## config.mk

```make
export PLATFORM = sky130hd
export DESIGN_NAME = tlb_op_ctrl
export DESIGN_NICKNAME = d
export VERILOG_FILES = /design/src/rtl/tlb_op_ctrl.sv
export SDC_FILE = /design/constraint.sdc
export NUM_CORES = 1
export LEC_CHECK = 0
export ABC_AREA = 1
export BUFFER_PORTS_ARGS = -buffer_cell sky130_fd_sc_hd__buf_2
export CAP_MARGIN = 10
export CORE_ASPECT_RATIO = 1.1
export CORE_UTILIZATION = 48
export CTS_CLUSTER_SIZE = 24
export DETAILED_ROUTE_END_ITERATION = 6
export PLACE_DENSITY = 0.95
export SLEW_MARGIN = 20
export SYNTH_ARGS = -nofsm -noshare
export SYNTH_HDL_FRONTEND = slang
export SYNTH_SLANG_ARGS = --single-unit
```

## constraint.sdc

```tcl
create_clock -name clk -period 2.6 [get_ports clk]
set_clock_uncertainty 0.1 [all_clocks]
set_input_delay 0.65 -clock clk [delete_from_list [all_inputs] [get_ports clk]]
set_output_delay 0.65 -clock clk [all_outputs]
set_load 0.02 [all_outputs]
```

## src/rtl/tlb_op_ctrl.sv

```systemverilog
// TLB maintenance sequencer for TLBSRCH/TLBRD/TLBWR/TLBFILL/INVTLB.
// Define TLB_FILL_LFSR_EN to use an LFSR for the TLBFILL index (default: free-running counter).
module tlb_op_ctrl (
  input  logic        clk,
  input  logic        resetn,
  input  logic        op_valid,
  output logic        op_ready,
  input  logic [2:0]  op_code,
  input  logic [4:0]  inv_op,
  input  logic [9:0]  inv_asid,
  input  logic [18:0] inv_vppn,
  output logic        busy,
  output logic        done,
  output logic        inv_ine,
  input  logic [9:0]  csr_asid,
  input  logic [3:0]  csr_tlbidx_index,
  input  logic [18:0] csr_tlbehi_vppn,
  input  logic [18:0] mmu_vppn,
  input  logic [9:0]  mmu_asid,
  output logic [18:0] s_vppn,
  output logic [9:0]  s_asid,
  input  logic        s_found,
  input  logic [3:0]  s_index,
  output logic [3:0]  r_index,
  input  logic        r_e,
  input  logic        r_g,
  input  logic [9:0]  r_asid,
  input  logic [18:0] r_vppn,
  output logic        we,
  output logic [3:0]  w_index,
  output logic        w_inv,
  output logic        srch_found,
  output logic [3:0]  srch_index,
  output logic        rd_valid
);

  localparam int unsigned IDX_W   = 4;
  localparam int unsigned ASID_W  = 10;
  localparam int unsigned VPPN_W  = 19;
  localparam int unsigned INVOP_W = 5;

  localparam logic [2:0] OP_SRCH = 3'd0;
  localparam logic [2:0] OP_RD   = 3'd1;
  localparam logic [2:0] OP_WR   = 3'd2;
  localparam logic [2:0] OP_FILL = 3'd3;
  localparam logic [2:0] OP_INV  = 3'd4;

  localparam logic [IDX_W-1:0]   IDX_LAST   = '1;
  localparam logic [INVOP_W-1:0] INVOP_LAST = INVOP_W'(6);

  typedef enum logic [2:0] {
    ST_IDLE,
    ST_SRCH,
    ST_RD,
    ST_WR,
    ST_FILL,
    ST_INV,
    ST_DONE
  } state_t;

  state_t              state;
  logic [INVOP_W-1:0]  inv_op_q;
  logic [ASID_W-1:0]   inv_asid_q;
  logic [VPPN_W-1:0]   inv_vppn_q;
  logic [IDX_W-1:0]    cnt;
  logic [IDX_W-1:0]    rnd;
  logic                inv_illegal;
  logic                asid_hit;
  logic                vppn_hit;
  logic                entry_match;

  assign inv_illegal = (inv_op_q > INVOP_LAST);

  // INVTLB entry selection for the entry currently on the read port
  always_comb begin
    asid_hit    = (r_asid == inv_asid_q);
    vppn_hit    = (r_vppn == inv_vppn_q);
    entry_match = 1'b0;
    case (inv_op_q)
      INVOP_W'(0), INVOP_W'(1): entry_match = 1'b1;
      INVOP_W'(2):              entry_match = r_g;
      INVOP_W'(3):              entry_match = !r_g;
      INVOP_W'(4):              entry_match = !r_g && asid_hit;
      INVOP_W'(5):              entry_match = !r_g && asid_hit && vppn_hit;
      INVOP_W'(6):              entry_match = (r_g || asid_hit) && vppn_hit;
      default:                  entry_match = 1'b0;
    endcase
  end

  // Sequencer state, latched operands, INV walk counter and search results
  always_ff @(posedge clk or negedge resetn) begin
    if (!resetn) begin
      state      <= ST_IDLE;
      inv_op_q   <= '0;
      inv_asid_q <= '0;
      inv_vppn_q <= '0;
      cnt        <= '0;
      srch_found <= 1'b0;
      srch_index <= '0;
    end else begin
      case (state)
        ST_IDLE: begin
          if (op_valid) begin
            inv_op_q   <= inv_op;
            inv_asid_q <= inv_asid;
            inv_vppn_q <= inv_vppn;
            cnt        <= '0;
            case (op_code)
              OP_SRCH: state <= ST_SRCH;
              OP_RD:   state <= ST_RD;
              OP_WR:   state <= ST_WR;
              OP_FILL: state <= ST_FILL;
              OP_INV:  state <= ST_INV;
              default: state <= ST_DONE;
            endcase
          end
        end
        ST_SRCH: begin
          srch_found <= s_found;
          srch_index <= s_index;
          state      <= ST_DONE;
        end
        ST_RD, ST_WR, ST_FILL: state <= ST_DONE;
        ST_INV: begin
          if (inv_illegal || (cnt == IDX_LAST)) begin
            state <= ST_DONE;
          end else begin
            cnt <= cnt + IDX_W'(1);
          end
        end
        ST_DONE: state <= ST_IDLE;
        default: state <= ST_IDLE;
      endcase
    end
  end

  // Replacement index for TLBFILL, advancing every clock
`ifdef TLB_FILL_LFSR_EN
  always_ff @(posedge clk or negedge resetn) begin
    if (!resetn) begin
      rnd <= IDX_W'(1);
    end else begin
      rnd <= {rnd[2:0], rnd[3] ^ rnd[2]};
    end
  end
`else
  always_ff @(posedge clk or negedge resetn) begin
    if (!resetn) begin
      rnd <= '0;
    end else begin
      rnd <= rnd + IDX_W'(1);
    end
  end
`endif

  // Port steering decoded from the registered state
  always_comb begin
    op_ready = (state == ST_IDLE);
    busy     = (state != ST_IDLE);
    done     = (state == ST_DONE);
    rd_valid = (state == ST_RD);
    inv_ine  = (state == ST_INV) && inv_illegal;
    s_vppn   = mmu_vppn;
    s_asid   = mmu_asid;
    r_index  = csr_tlbidx_index;
    we       = 1'b0;
    w_inv    = 1'b0;
    w_index  = '0;
    case (state)
      ST_SRCH: begin
        s_vppn = csr_tlbehi_vppn;
        s_asid = csr_asid;
      end
      ST_WR: begin
        we      = 1'b1;
        w_index = csr_tlbidx_index;
      end
      ST_FILL: begin
        we      = 1'b1;
        w_index = rnd;
      end
      ST_INV: begin
        r_index = cnt;
        w_index = cnt;
        w_inv   = !inv_illegal;
        we      = !inv_illegal && r_e && entry_match;
      end
      default: ;
    endcase
  end

endmodule

```

==> results of run 1 <==
cell usage in the layout (no fill, tap or decap), drive strengths merged:
master | netlist | final
clkbuf | 0 | 7
inv | 51 | 51
ha | 2 | 2
o211ai | 1 | 1
o22ai | 1 | 1
nand2 | 164 | 164
nor2 | 34 | 34
diode | 0 | 1
nor3b | 1 | 1
dfrtp | 50 | 50
a21oi | 7 | 7
nand4 | 1 | 1
xnor2 | 5 | 5
bufinv | 0 | 1
xor2 | 5 | 5
mux2 | 34 | 34
and3 | 2 | 2
buf | 11 | 189
or2 | 3 | 3
nand3 | 19 | 20
o21ai | 24 | 24
nor3 | 3 | 3
critical path, stage by stage, from the launching register on:
cell	delay, ns
dfrtp_1	0.48
inv_2	0.19
nand3_4	0.23
mux2_1	0.39
buf_2	0.17
state kept, by name, summed over array words and instances (netlist names):
| signal | count |
|---|---|
| srch_index | 4 |
| inv_op_q | 5 |
| srch_found | 1 |
| cnt | 4 |
| rnd | 4 |
| state | 3 |
| inv_vppn_q | 19 |
| inv_asid_q | 10 |
logic make-up (layout without fill, tap and decap cells):
| kind of cell | count (synthesis) | count (layout) |
|---|---|---|
| adder cells (fa/ha/maj) | 2 | 2 |
| buffers and inverters | 62 | 248 |
| other | 0 | 1 |
| AND/OR/NAND/NOR | 227 | 228 |
| XOR/XNOR | 10 | 10 |
| AO/OA/AOI/OAI | 33 | 33 |
| flip-flops | 50 | 50 |
| multiplexers | 34 | 34 |
what timing repair did:
action                                  CTS  global route
endpoints found under the setup margin    5            15
cloned                                    1             0
resized for setup                         2             8
where the power goes:
part	leakage (nW)	switching, mW	internal (mW)	total [mW]
logic	1.82	1.12	0.695	1.81
clock network	0.0525	0.256	0.288	0.544
registers	0.624	0.251	1.11	1.36
cell type report:
class	instances	share of cell area
well taps	80	0.0233
inverters	51	0.0457
clock inverters	1	0.00698
multi-input cells	307	0.393
repair buffers	189	0.222
diodes	1	0.000582
clock buffers	7	0.0177
flip-flops and latches	50	0.291
stage by stage:
step	setup TNS [ns]	hold WS, ns	power, mW
after CTS	0	0.377	3.72
after global placement	0	0.362	3.03
after detailed placement	0	0.367	3.14
final	0	0.350	3.72
after global routing	-0.0416	0.380	4.02
after floorplan	0	0.254	2.61
routing by layer:
| metal | global-route usage | vias to the layer above |
|---|---|---|
| met2 | 0.538 | 142 |
| met5 | 0 | - |
| li1 | - | 1676 |
| met3 | 0.0921 | 32 |
| met4 | 0.156 | 2 |
| met1 | 0.306 | 1515 |
worst min path at each step:
stage	slack (ns)	startpoint	end	cells after the start
after floorplan	0.25	resetn	cnt[0]	0
after global placement	0.36	rnd[3]	rnd[3]	1
after detailed placement	0.37	rnd[0]	rnd[0]	1
after CTS	0.38	resetn	inv_asid_q[0]	2
after global routing	0.38	resetn	inv_asid_q[0]	2
final	0.35	resetn	inv_asid_q[0]	2
==> flow_metrics.env, run 1 <==
export IMPL_status="completed"
export IMPL_synth_simple_area_share=0.308
export IMPL_m1WireLength_um=3670
export IMPL_netlist_area_leader_share=0.392
export IMPL_multi_input_area_mm2=0.00169
export IMPL_wl_met2_um=4990
export IMPL_cts_buffers=5
export IMPL_grt_pass1_vias=3422
export IMPL_vias=3367
export IMPL_drive_gt1_frac=0.415
export IMPL_slew_headroom=0.559
export IMPL_fin_ws_ns=0.0794
export IMPL_cts_tree="yes"
export IMPL_drc_errors=0
export IMPL_synth_compound_area_frac=0.0553
export IMPL_timing_rr_end="inv_vppn_q[2]"
export IMPL_synth_top_family_by_area="simple AND/OR/NAND/NOR gates"
export IMPL_via_per_inst=4.91
export IMPL_syn_inst=418
export IMPL_syn_area_per_cell_um2=7.63
export IMPL_end_kind="output pin"
export IMPL_fmax_mhz=397
export IMPL_nets=744
export IMPL_ctsRootBufferMaster="clkbuf_8"
export IMPL_place_congestion=0.881
export IMPL_cp_start_kind="register"
export IMPL_firstDrtPassIters=4
export IMPL_io_pins=187
export IMPL_synth_edf_count=0
export IMPL_netlist_top_cells_count="160 x nand2_1, 50 x dfrtp_1, 47 x inv_1"
export IMPL_grt_max_degree=53
export IMPL_start_util=0.506
export IMPL_post_cts_setup_buffer_count=0
export IMPL_synth_cell_types=32
export IMPL_period_needed_ns=2.52
export IMPL_power_density_mw_per_mm2=864
export IMPL_postSynth_asyncResetShare=1.00
export IMPL_tightest_slew_ns=0.662
export IMPL_synth_top_area_cell="dfrtp_1"
export IMPL_clk_latency_ns=0.30
export IMPL_core_area_mm2=0.00631
export IMPL_path_class="reg2out"
export IMPL_critPathMaxFanout=15
export IMPL_place_ws_ns=0.0644
export IMPL_yosysWarnings=0
export IMPL_top_layer="met5"
export IMPL_cap_violations=0
export IMPL_postPlaceCellArea_mm2=0.00416
export IMPL_synth_most_common_cell="nand2_1"
export IMPL_dp_cells=676
export IMPL_final_util=0.682
export IMPL_gr_total_overflow=0
export IMPL_hold_buffers=0
export IMPL_htree_num_levels=2
export IMPL_stdcell_count=686
export IMPL_syn2layout_area_growth_pct=34.9
export IMPL_grt_pass1_wl_um=15600
export IMPL_syn_nets=558
export IMPL_antenna_found_initial=2
export IMPL_required_ns=1.85
export IMPL_yosys_top_cells_area="dfrtp_1 39%, nand2_1 19%, mux2_2 11%"
export IMPL_timing_rr_start="state[0]"
export IMPL_antenna_left=0
export IMPL_r2r_cells=8
export IMPL_r2r_slack_ns=0.70
export IMPL_period_share=0.969
export IMPL_muxShareOfSynthArea=0.120
export IMPL_setup_violations=0
export IMPL_die_w_um=79.7
export IMPL_hp_class="in2async"
export IMPL_synth_fa_ha_area_frac=0.00784
export IMPL_synth_xor_area_frac=0.0275
export IMPL_rsz0062_at_grt="yes"
export IMPL_setup_worst_path_end="s_vppn[17]"
export IMPL_die_area_mm2=0.00698
export IMPL_seq_area_mm2=0.00125
export IMPL_clock_path_buffers=2
export IMPL_clk_pin_slew_worst_paths_ns=0.09
export IMPL_fillers=530
export IMPL_wirelength_um=10100
export IMPL_ys_seq_area_frac=0.392
export IMPL_peakVddDrop_mv=0.429
export IMPL_wl_per_cell_um=14.7
export IMPL_startpoint="state[2]"
export IMPL_syn_area_mm2=0.00319
export IMPL_dieHeight_um=87.5
export IMPL_hold_viol=0
export IMPL_final_cell_area_mm2=0.00430
export IMPL_wl_met3_um=906
export IMPL_row_count=30
export IMPL_cts_sinks=50
export IMPL_arrival_ns=1.77
export IMPL_slew_viol_final=0
export IMPL_grt_total_usage=0.297
export IMPL_port_buffers=186
export IMPL_power_leakage_nw=2.50
export IMPL_synthFlopType="dfrtp_1"
export IMPL_hpwl_um=8090
export IMPL_drt_iter0_drc=104
export IMPL_synth_seq_cells=50
Note: power is estimated with default switching activity, not from simulation.
==> inputs of run 2 (changes only) <==
ABC_AREA = 0   (was 1)
CORE_UTILIZATION = 46   (was 48)
HOLD_SLACK_MARGIN = 0.02   (was unset)
PLACE_DENSITY = 0.94   (was 0.95)
==> run 2 against run 1 <==
  * The flow now finishes with violations (negative setup slack)
  * Wire length is 5.6% higher
  * Final area is 7.1% higher
  * Total power is 9.9% lower
  * Highest routed layer is now met4
==> flow_metrics.env, run 2 <==
export IMPL_largest_register_ffs=19
export IMPL_final_cell_mix="156 x buf_2, 113 x nand2_1, 49 x dfrtp_1"
export IMPL_synth_seq_cells=50
export IMPL_synth_most_common_cell="nand2_1"
export IMPL_final_setup_tns_ns=-0.594
export IMPL_finalPower_mw=3.35
export IMPL_drive_gt1_frac=0.511
export IMPL_antenna_left=0
export IMPL_timing_rr_start="inv_op_q[3]"
export IMPL_crit_family="simple AND/OR/NAND/NOR gates"
export IMPL_vias=3161
export IMPL_r2r_slack_ns=0.64
export IMPL_firstDrtPassIters=4
export IMPL_path_class="in2out"
export IMPL_clk_pin_slew_worst_paths_ns=0.10
export IMPL_fin_ws_ns=-0.172
export IMPL_max_stage_delay_ns=0.37
export IMPL_cap_violations=0
export IMPL_die_area_mm2=0.00663
export IMPL_required_ns=1.85
export IMPL_end_kind="output pin"
export IMPL_antenna_found_initial=1
export IMPL_grt_pass1_vias=3277
export IMPL_power_leakage_nw=2.49
export IMPL_dieHeight_um=85.3
export IMPL_slew_headroom=0.621
export IMPL_critPathMaxFanout=1
export IMPL_synthFlopType="dfrtp_1"
export IMPL_setup_worst_path_end="we"
export IMPL_peakVddDrop_mv=0.463
export IMPL_synth_fa_ha_area_frac=0.00862
export IMPL_grt_max_degree=35
export IMPL_cp_slowest_cell="nor4_1"
export IMPL_drc_errors=0
export IMPL_synth_top_family_by_area="simple AND/OR/NAND/NOR gates"
export IMPL_syn_nets=454
export IMPL_clk_latency_ns=0.30
export IMPL_wl_per_cell_um=17.7
export IMPL_arrival_ns=2.02
export IMPL_synth_top_area_cell="dfrtp_1"
export IMPL_row_count=29
export IMPL_timing_rr_end="cnt[3]"
export IMPL_ctsRootBufferMaster="clkbuf_8"
export IMPL_wirelength_um=10700
export IMPL_drt_iter0_drc=111
export IMPL_yosysWarnings=0
export IMPL_period_share=1.07
export IMPL_htree_num_levels=2
export IMPL_postSynth_asyncResetShare=1.00
export IMPL_syn2layout_area_growth_pct=58.8
export IMPL_start_util=0.491
export IMPL_yosys_top_cells_area="dfrtp_1 43%, mux2_2 15%, nand2_1 15%"
export IMPL_hold_viol=0
export IMPL_hold_buffers=0
export IMPL_wl_met2_um=5540
export IMPL_setup_violations=10
export IMPL_cts_buffers=5
export IMPL_power_density_mw_per_mm2=727
export IMPL_port_buffers=186
export IMPL_status="finished, violations left"
export IMPL_gr_total_overflow=0
export IMPL_cp_buffers_inverters=2
export IMPL_crit_cells=7
export IMPL_grt_total_usage=0.318
export IMPL_cp_cell_sequence="buf_2 -> xor2_1 -> nor4_1 -> nand4_1 -> o221a_2 -> a21oi_2 -> buf_6"
export IMPL_netlist_area_leader_share=0.431
export IMPL_cts_tree="yes"
export IMPL_violations="negative setup slack"
export IMPL_core_area_mm2=0.00591
export IMPL_place_congestion=0.924
export IMPL_rsz0062_at_grt="yes"
export IMPL_syn_area_mm2=0.00290
export IMPL_synth_compound_area_frac=0.0470
export IMPL_via_per_inst=5.25
export IMPL_m1WireLength_um=3710
export IMPL_synth_cell_types=33
export IMPL_die_w_um=77.7
export IMPL_muxShareOfSynthArea=0.161
export IMPL_r2r_cells=5
export IMPL_grt_pass1_wl_um=16200
export IMPL_tightest_slew_ns=0.569
export IMPL_hp_class="in2async"
export IMPL_slew_viol_final=0
export IMPL_ys_seq_area_frac=0.431
export IMPL_startpoint="r_vppn[1]"
export IMPL_io_pins=187
export IMPL_clock_path_buffers=2
export IMPL_top_layer="met4"
export IMPL_netlist_top_cells_count="113 x nand2_1, 50 x dfrtp_1, 38 x mux2_2"
export IMPL_synth_simple_area_share=0.222
export IMPL_top_register="inv_vppn_q"
export IMPL_synth_edf_count=0
export IMPL_syn_area_per_cell_um2=9.24
export IMPL_period_needed_ns=2.77
export IMPL_wl_met3_um=823
export IMPL_final_common_cell="buf_2"
export IMPL_cts_sinks=50
export IMPL_synth_xor_area_frac=0.103
export IMPL_nets=663
export IMPL_hpwl_um=7290
export IMPL_fmax_mhz=361
export IMPL_cp_start_kind="input pin"
export IMPL_top_regs="inv_vppn_q: 19 flops, inv_asid_q: 10 flops, inv_op_q: 5 flops"
export IMPL_syn_inst=314
## run 2: metal layers
layer / global-route usage / up-vias
met3: 0.0903 / 42
met1: 0.343 / 1471
li1: - / 1456
met5: 0 / -
met2: 0.544 / 192
met4: 0.208 / 0
## run 2: worst min-delay path by stage
| stage | to | slack, ns | cells past startpoint |
|---|---|---|---|
| 2_1_floorplan | cnt[0] | 0.25 | 0 |
| 6_report | rnd[3] | 0.22 | 1 |
| 5_1_grt | rnd[3] | 0.25 | 1 |
| 3_3_place_gp | rnd[0] | 0.37 | 1 |
| 4_1_cts | rnd[3] | 0.24 | 1 |
| 3_5_place_dp | inv_asid_q[3] | 0.38 | 2 |
## run 2: cell type report
cell class	count	area, µm²
multi-input combinational	246	1700
timing repair buffer	215	1450
fill	397	1310
sequential	50	1250
tap	77	96.3
clock buffer	6	72.6
inverter	5	18.8
clock inverter	2	13.8
antenna	1	2.50
## run 2: worst reg2reg max path, stage by stage, from the launching register on
cell and delay, ns:
dfrtp_1 0.41, a311o_1 0.37, buf_4 0.16, a311o_4 0.35
or3_1 0.35, a21oi_1 0.14
## run 2: repair_timing
item                       in CTS  in global routing
resized for setup              58                 43
setup buffers                   8                  1
pin swaps                       1                  1
setup endpoints to repair      30                 30
cloned                          4                  0
## run 2: report_power, final
group / internal (mW) / total [mW] / leakage (nW) / switching, mW
Combinational: 0.745 / 1.58 / 1.82 / 0.835
Clock: 0.190 / 0.451 / 0.0452 / 0.260
Sequential: 1.09 / 1.32 / 0.628 / 0.229
## run 2: metrics by stage
stage	cell area, µm²	worst slack [ns]	std cells	utilization	hold WS (ns)
after floorplan	2900	0.0455	314	-	0.254
after global placement	4020	-0.112	581	0.679	0.366
final	4610	-0.172	602	0.779	0.223
after CTS	4460	-0.195	601	0.755	0.240
after detailed placement	4020	-0.184	581	0.679	0.384
after global routing	4610	-0.285	602	0.779	0.248
## run 2: logic make-up after synthesis
kind of cell    Yosys count
flops                    50
fa+ha+maj                 2
buf+inv                  18
mux                      42
xor+xnor                 34
simple gates            148
compound gates           20
